**config.mk**
```make
export PLATFORM = sky130hd
export DESIGN_NAME = sfm_acc_den_inverter_nr
export DESIGN_NICKNAME = d
export VERILOG_FILES = /design/src/rtl/sfm_acc_den_inverter_nr.sv
export SDC_FILE = /design/constraint.sdc
export NUM_CORES = 2
export LEC_CHECK = 0
export BUFFER_PORTS_ARGS = -buffer_cell sky130_fd_sc_hd__buf_2
export CORE_MARGIN = 4
export CORE_UTILIZATION = 55
export DETAILED_ROUTE_END_ITERATION = 8
export PLACE_DENSITY = 0.8
export REMOVE_ABC_BUFFERS = 1
export SLEW_MARGIN = 20
export SYNTH_ARGS = -nofsm -noshare
export SYNTH_HDL_FRONTEND = slang
export SYNTH_SLANG_ARGS = --single-unit
```
**constraint.sdc**
```tcl
create_clock -name clk_i -period 11.8 [get_ports clk_i]
set_input_delay 3.54 -clock clk_i [delete_from_list [all_inputs] [get_ports clk_i]]
set_output_delay 3.54 -clock clk_i [all_outputs]
set_load 0.03 [all_outputs]
```
**src/rtl/sfm_acc_den_inverter_nr.sv**
```systemverilog
// Multi-lane reciprocal: quadratic mantissa seed refined by Newton-Raphson
// iterations on one truncating fixed-point multiplier per lane, lockstep FSM.
module sfm_acc_den_inverter_nr #(
   // fpnew format encoding: 0 FP32 (accumulator format), 1 FP64, 2 FP16, 3 FP8, 4 FP16ALT
   parameter int unsigned FPFORMAT    = 0,
   parameter int unsigned NUM_LANES   = 1,
   parameter int unsigned N_SEED_BITS = 8,
   parameter int unsigned NUM_ITER    = 4,
   parameter int unsigned GUARD_BITS  = 4,
   localparam int unsigned EXP_BITS = (FPFORMAT == 1) ? 11 :
                                      ((FPFORMAT == 2) || (FPFORMAT == 3)) ? 5 : 8,
   localparam int unsigned MAN_BITS = (FPFORMAT == 1) ? 52 :
                                      (FPFORMAT == 2) ? 10 :
                                      (FPFORMAT == 3) ? 2  :
                                      (FPFORMAT == 4) ? 7  : 23,
   localparam int unsigned WIDTH    = 1 + EXP_BITS + MAN_BITS
) (
   input  logic                       clk_i,
   input  logic                       rst_i,
   input  logic                       clear_i,
   input  logic                       valid_i,
   output logic                       ready_o,
   input  logic [NUM_LANES*WIDTH-1:0] den_i,
   output logic                       valid_o,
   input  logic                       ready_i,
   output logic [NUM_LANES*WIDTH-1:0] inv_o
);

   localparam int unsigned IW = MAN_BITS + GUARD_BITS;
   localparam int unsigned FW = IW + 2;
   localparam int unsigned NS = N_SEED_BITS;
   localparam logic [2:0]          LAST_ITER = 3'((NUM_ITER > 0) ? NUM_ITER - 1 : 0);
   localparam logic [EXP_BITS+1:0] TWO_BIAS  = {2'b00, {(EXP_BITS-1){1'b1}}, 1'b0};
   localparam logic [FW-1:0]       ONE       = {2'b01, {IW{1'b0}}};
   localparam logic [FW-1:0]       TWO       = {2'b10, {IW{1'b0}}};
   localparam logic [FW-1:0]       HALF      = {3'b001, {(IW-1){1'b0}}};

   typedef enum logic [2:0] {IDLE, SEED, MUL_T, MUL_Y, DONE} state_e;

   state_e     state_q, state_d;
   logic [2:0] iter_q, iter_d;
   logic       accept;
   logic       load_out;

   always_ff @(posedge clk_i or posedge rst_i) begin
      if (rst_i) begin
         state_q <= IDLE;
         iter_q  <= '0;
      end else begin
         state_q <= state_d;
         iter_q  <= iter_d;
      end
   end

   always_comb begin
      state_d = state_q;
      iter_d  = iter_q;
      case (state_q)
         IDLE: if (valid_i) state_d = SEED;
         SEED: begin
            iter_d = '0;
            if (NUM_ITER > 0) state_d = MUL_T;
            else              state_d = DONE;
         end
         MUL_T: state_d = MUL_Y;
         MUL_Y: begin
            if (iter_q == LAST_ITER) begin
               state_d = DONE;
            end else begin
               iter_d  = iter_q + 3'd1;
               state_d = MUL_T;
            end
         end
         DONE: if (ready_i) state_d = IDLE;
         default: state_d = IDLE;
      endcase
      if (clear_i) begin
         state_d = IDLE;
         iter_d  = '0;
      end
   end

   assign ready_o  = (state_q == IDLE);
   assign valid_o  = (state_q == DONE);
   assign accept   = (state_q == IDLE) && valid_i && !clear_i;
   assign load_out = (state_d == DONE) && (state_q != DONE);

   for (genvar k = 0; k < NUM_LANES; k++) begin : g_lane
      logic [WIDTH-1:0]    den;
      logic [EXP_BITS-1:0] den_exp;
      logic [MAN_BITS-1:0] den_man;
      logic                sign_q, nan_q, inf_q, zero_q;
      logic [EXP_BITS-1:0] exp_q;
      logic [MAN_BITS-1:0] man_q;
      logic [FW-1:0]       y_q, y_d, t_q, t_d;
      logic [WIDTH-1:0]    inv_q, inv_d;
      logic [NS-1:0]       s, n, n_half, f;
      logic [2*NS-1:0]     p;
      logic [FW-1:0]       x, y_seed, mul_a, mul_b, mres;
      logic [2*FW-1:0]     prod;
      logic                ge1, uf;
      logic [EXP_BITS+1:0] e_res;

      assign den     = den_i[k*WIDTH +: WIDTH];
      assign den_exp = den[WIDTH-2 -: EXP_BITS];
      assign den_man = den[MAN_BITS-1:0];

      always_ff @(posedge clk_i or posedge rst_i) begin
         if (rst_i) begin
            sign_q <= 1'b0;
            nan_q  <= 1'b0;
            inf_q  <= 1'b0;
            zero_q <= 1'b0;
            exp_q  <= '0;
            man_q  <= '0;
            y_q    <= '0;
            t_q    <= '0;
            inv_q  <= '0;
         end else begin
            if (accept) begin
               sign_q <= den[WIDTH-1];
               exp_q  <= den_exp;
               man_q  <= den_man;
               zero_q <= (den_exp == '0);
               inf_q  <= (den_exp == '1) && (den_man == '0);
               nan_q  <= (den_exp == '1) && (den_man != '0);
            end
            y_q   <= y_d;
            t_q   <= t_d;
            inv_q <= inv_d;
         end
      end

      always_comb begin
         // Seed 0.5*(1 + (1-m)^2) from the top mantissa bits; exact 1.0 when they are zero.
         s      = man_q[MAN_BITS-1 -: NS];
         n      = ~s;
         n_half = n >> 1;
         p      = {{NS{1'b0}}, n_half} * {{NS{1'b0}}, n};
         f      = NS'(p >> (NS - 1));
         y_seed = (s == '0) ? ONE : FW'(HALF + (FW'(f) << (IW - 1 - NS)));

         x     = {2'b01, man_q, {GUARD_BITS{1'b0}}};
         mul_a = (state_q == MUL_T) ? x   : y_q;
         mul_b = (state_q == MUL_T) ? y_q : FW'(TWO - t_q);
         prod  = {{FW{1'b0}}, mul_a} * {{FW{1'b0}}, mul_b};
         mres  = FW'(prod >> IW);

         y_d   = y_q;
         t_d   = t_q;
         inv_d = inv_q;
         case (state_q)
            SEED:    y_d = y_seed;
            MUL_T:   t_d = mres;
            MUL_Y:   y_d = mres;
            default: ;
         endcase

         // y below 1.0 is renormalised by one bit, which costs one exponent step.
         ge1   = y_d[IW+1] | y_d[IW];
         e_res = TWO_BIAS - {2'b00, exp_q} - {{(EXP_BITS+1){1'b0}}, ~ge1};
         uf    = e_res[EXP_BITS+1] | (e_res == '0);

         if (load_out) begin
            if (nan_q)
               inv_d = {1'b0, {EXP_BITS{1'b1}}, 1'b1, {(MAN_BITS-1){1'b0}}};
            else if (zero_q)
               inv_d = {sign_q, {EXP_BITS{1'b1}}, {MAN_BITS{1'b0}}};
            else if (inf_q || uf)
               inv_d = {sign_q, {(WIDTH-1){1'b0}}};
            else if (ge1)
               inv_d = {sign_q, e_res[EXP_BITS-1:0], {MAN_BITS{1'b0}}};
            else
               inv_d = {sign_q, e_res[EXP_BITS-1:0], y_d[IW-2 -: MAN_BITS]};
         end
      end

      assign inv_o[k*WIDTH +: WIDTH] = inv_q;
   end

endmodule

```
==> results.toml <==
[floorplanning]
ios = 71
start_util = 0.557
core_mm2 = 0.0618
die_x_um = 258
rows = 91
design.die.area_mm2 = 0.0666
fp.dieH_um = 258

[logic_synthesis]
yosysWarnings = 0
syn-cell-area_mm2 = 0.0344
synth-edff-count = 0
ys_types = 70
synth_area_per_cell_um2 = 8.63
ys_async_sr_fraction = 1.00
ys.flop_type = "dfrtp_1"
ys_ff_latch = 131
yosysSeqAreaShare = 0.0953
postSynthCellCount = 3986

[worst_setup_path]
end_kind = "register"
cpMostUsedCell = "fa_1"
cpMaxStageDelayCell = "or4_4"
start_kind = "register"
cp.arrival_ns = 11.87
path_max_fanout = 7
critPathKind = "register to register"
cpPeakStageDelay_ns = 0.56
required_ns = 12.16

[cells_and_area]
layout-drive-gt1-share = 0.105
nNetsFinal = 5129
final_common_cell = "inv_1"
area_delta_synth_final_pct = 8.87
final_cell_mix = "inv_1 (835), fa_1 (737), nand2_1 (719)"

[sta]
fin_crit_sh = 0.976
setup_viol = 0
maxSlewViolCount = 0
fmax_mhz = 86.9
tightest_slew_ns = 1.07
clock_skew_ns = 0.0102
slew-limit-headroom = 0.287
fin_setup_tns_ns = 0
hold_viol = 0
period_minus_slack_ns = 11.51

[clocking]
numClockSinks = 131
cts_buffers = 17
cts_root_buf = "clkbuf_16"
path_clk_slew_ns = 0.07
cts_buffer_depth = 2
cts_tree = "done"
cts_hold_buf = 0
clk_latency_ns = 0.43
cts.htree.levels = 4

[route]
drt-total-wl_um = 118000
wl_per_cell_um = 23.8
dr.pass1.iters = 6
num_vias = 28900
via_per_inst = 5.84
drt_iter0_markers = 2894
drcViolationCount = 0
drtAntennaViolNets = 0

[placed_design]
hpwl_um = 98100
gp_congestion = 1.05
port_buffers = 70

[worst_hold_path]
hp-class = "register to register"

[global_route]
grt_pass1_wl_um = 180000
gr-total-overflow = 0
antenna_found_initial = 4
grt_start_max_net_pins = 68
track_usage = 0.358
grt_pass1_vias = 30400

[run_status]
run_status = "finished clean"

[flow_run]
maxCapViolCount = 0
==> Yosys cell counts, drive strengths merged, types with 2 or more instances <==
| cell type | n | area [µm²] |
|---|---|---|
| or2 | 30 | 188 |
| a31oi | 6 | 37.5 |
| clkbuf | 167 | 627 |
| nand3 | 36 | 180 |
| buf | 20 | 104 |
| a21boi | 5 | 37.5 |
| mux2i | 24 | 253 |
| o21a | 9 | 67.6 |
| a31o | 4 | 35.0 |
| a2111o | 2 | 22.5 |
| or4 | 9 | 75.1 |
| mux2 | 44 | 495 |
| a2111oi | 4 | 41.3 |
| inv | 837 | 3140 |
| xor2 | 21 | 184 |
| xnor2 | 62 | 558 |
| o31ai | 3 | 22.5 |
| nor2b | 9 | 56.3 |
| o211ai | 12 | 90.1 |
| and2 | 21 | 131 |
| o21ai | 97 | 485 |
| nand2b | 11 | 76.3 |
| nand2 | 719 | 2700 |
| and3 | 11 | 68.8 |
| o21bai | 6 | 45.0 |
| o31a | 2 | 17.5 |
| o221ai | 2 | 17.5 |
| a221oi | 2 | 17.5 |
| nor3b | 2 | 26.3 |
| a22o | 32 | 280 |
| a21o | 28 | 210 |
| a21oi | 81 | 405 |
| nand4 | 22 | 138 |
| a22oi | 6 | 45.0 |
| fa | 740 | 14800 |
| nor2 | 426 | 1600 |
| a211oi | 10 | 87.6 |
| ha | 263 | 3290 |
| nor3 | 27 | 135 |
| dfrtp | 131 | 3280 |
| o41ai | 3 | 33.8 |
| or3 | 10 | 62.6 |
| nor4 | 18 | 119 |
==> sequential cells by signal (all words and copies together), names as in the netlist <==
register and cells:
g_lane.man_q 23, g_lane.t_q 29, g_lane.zero_q 1, g_lane.y_q 29
inv_o 32, g_lane.exp_q 8, state_q 3, iter_q 3
g_lane.inf_q 1, g_lane.nan_q 1, g_lane.sign_q 1
==> logic make-up (layout without fill, tap and decap cells) <==
group / Yosys count / count (layout) / synth area share
multiplexers: 68 / 68 / 0.0217
other: 0 / 2 / 0
flip-flops: 131 / 131 / 0.0953
AND/OR/NAND/NOR: 1354 / 1354 / 0.162
adder cells (fa/ha/maj): 1003 / 1003 / 0.526
buffers and inverters: 1024 / 1140 / 0.113
XOR/XNOR: 83 / 83 / 0.0216
AO/OA/AOI/OAI: 323 / 323 / 0.0605
==> stage by stage <==
stage	instances	cell area, µm²	setup WS (ns)	util	hold WS, ns
4_1_cts	4926	37200	0.0363	0.602	0.492
3_3_place_gp	4894	36600	0.283	0.592	0.462
2_1_floorplan	3799	33700	-1.04	-	0.467
6_report	4941	37500	0.287	0.606	0.492
3_5_place_dp	4894	36600	0.0788	0.592	0.476
5_1_grt	4939	37500	-0.0531	0.606	0.517
==> layer usage <==
layer,vias up,global-route usage,routed length [µm]
met4,2,0.213,9390
li1,12200,-,-
met2,1804,0.571,53400
met3,504,0.0794,12400
met5,-,0,13
met1,14400,0.452,42300
==> worst max-delay path: cells and delay by family (launching register included) <==
family | cells | cell delay [ns]
fa+ha+maj | 10 | 4.42
simple gates | 13 | 3.20
compound gates | 10 | 1.99
buf+inv | 7 | 0.86
flops | 1 | 0.45
xor+xnor | 2 | 0.29
mux | 1 | 0.22
==> area by class of cell <==
type / count / area, µm²
inverters: 837 / 3150
repair buffers: 271 / 1960
well taps: 837 / 1050
fillers: 5324 / 24400
clock inverters: 15 / 159
diodes: 2 / 5.00
multi-input cells: 2831 / 27400
flip-flops and latches: 131 / 3280
clock buffers: 17 / 425
==> final timing paths <==
check | endpoint | startpoint | cells past startpoint | slack, ns
worst max-delay path | inv_o[13]$_DFFE_PP0P_ | g_lane[0].t_q[12]$_DFFE_PP0P_ | 43 | 0.29
worst min-delay path | inv_o[31]$_DFFE_PP0P_ | inv_o[31]$_DFFE_PP0P_ | 2 | 0.49
worst max register to register | inv_o[13]$_DFFE_PP0P_ | g_lane[0].t_q[12]$_DFFE_PP0P_ | 43 | 0.29
worst min register to register | inv_o[31]$_DFFE_PP0P_ | inv_o[31]$_DFFE_PP0P_ | 2 | 0.49
max in group asynchronous | g_lane[0].man_q[20]$_DFFE_PP0P_ | rst_i | 3 | 7.33
min in group asynchronous | g_lane[0].man_q[6]$_DFFE_PP0P_ | rst_i | 2 | 3.19
==> what timing repair did <==
| action | 4_1_cts | 5_1_grt |
|---|---|---|
| pin swaps | 0 | 7 |
| gates resized for setup | 1 | 50 |
| endpoints found under the setup margin | 2 | 27 |
| cloned | 0 | 1 |
| setup buffers | 0 | 12 |
Power is not shown: default switching activity piles up to over one toggle a cycle in this logic, so the estimate is an artifact.
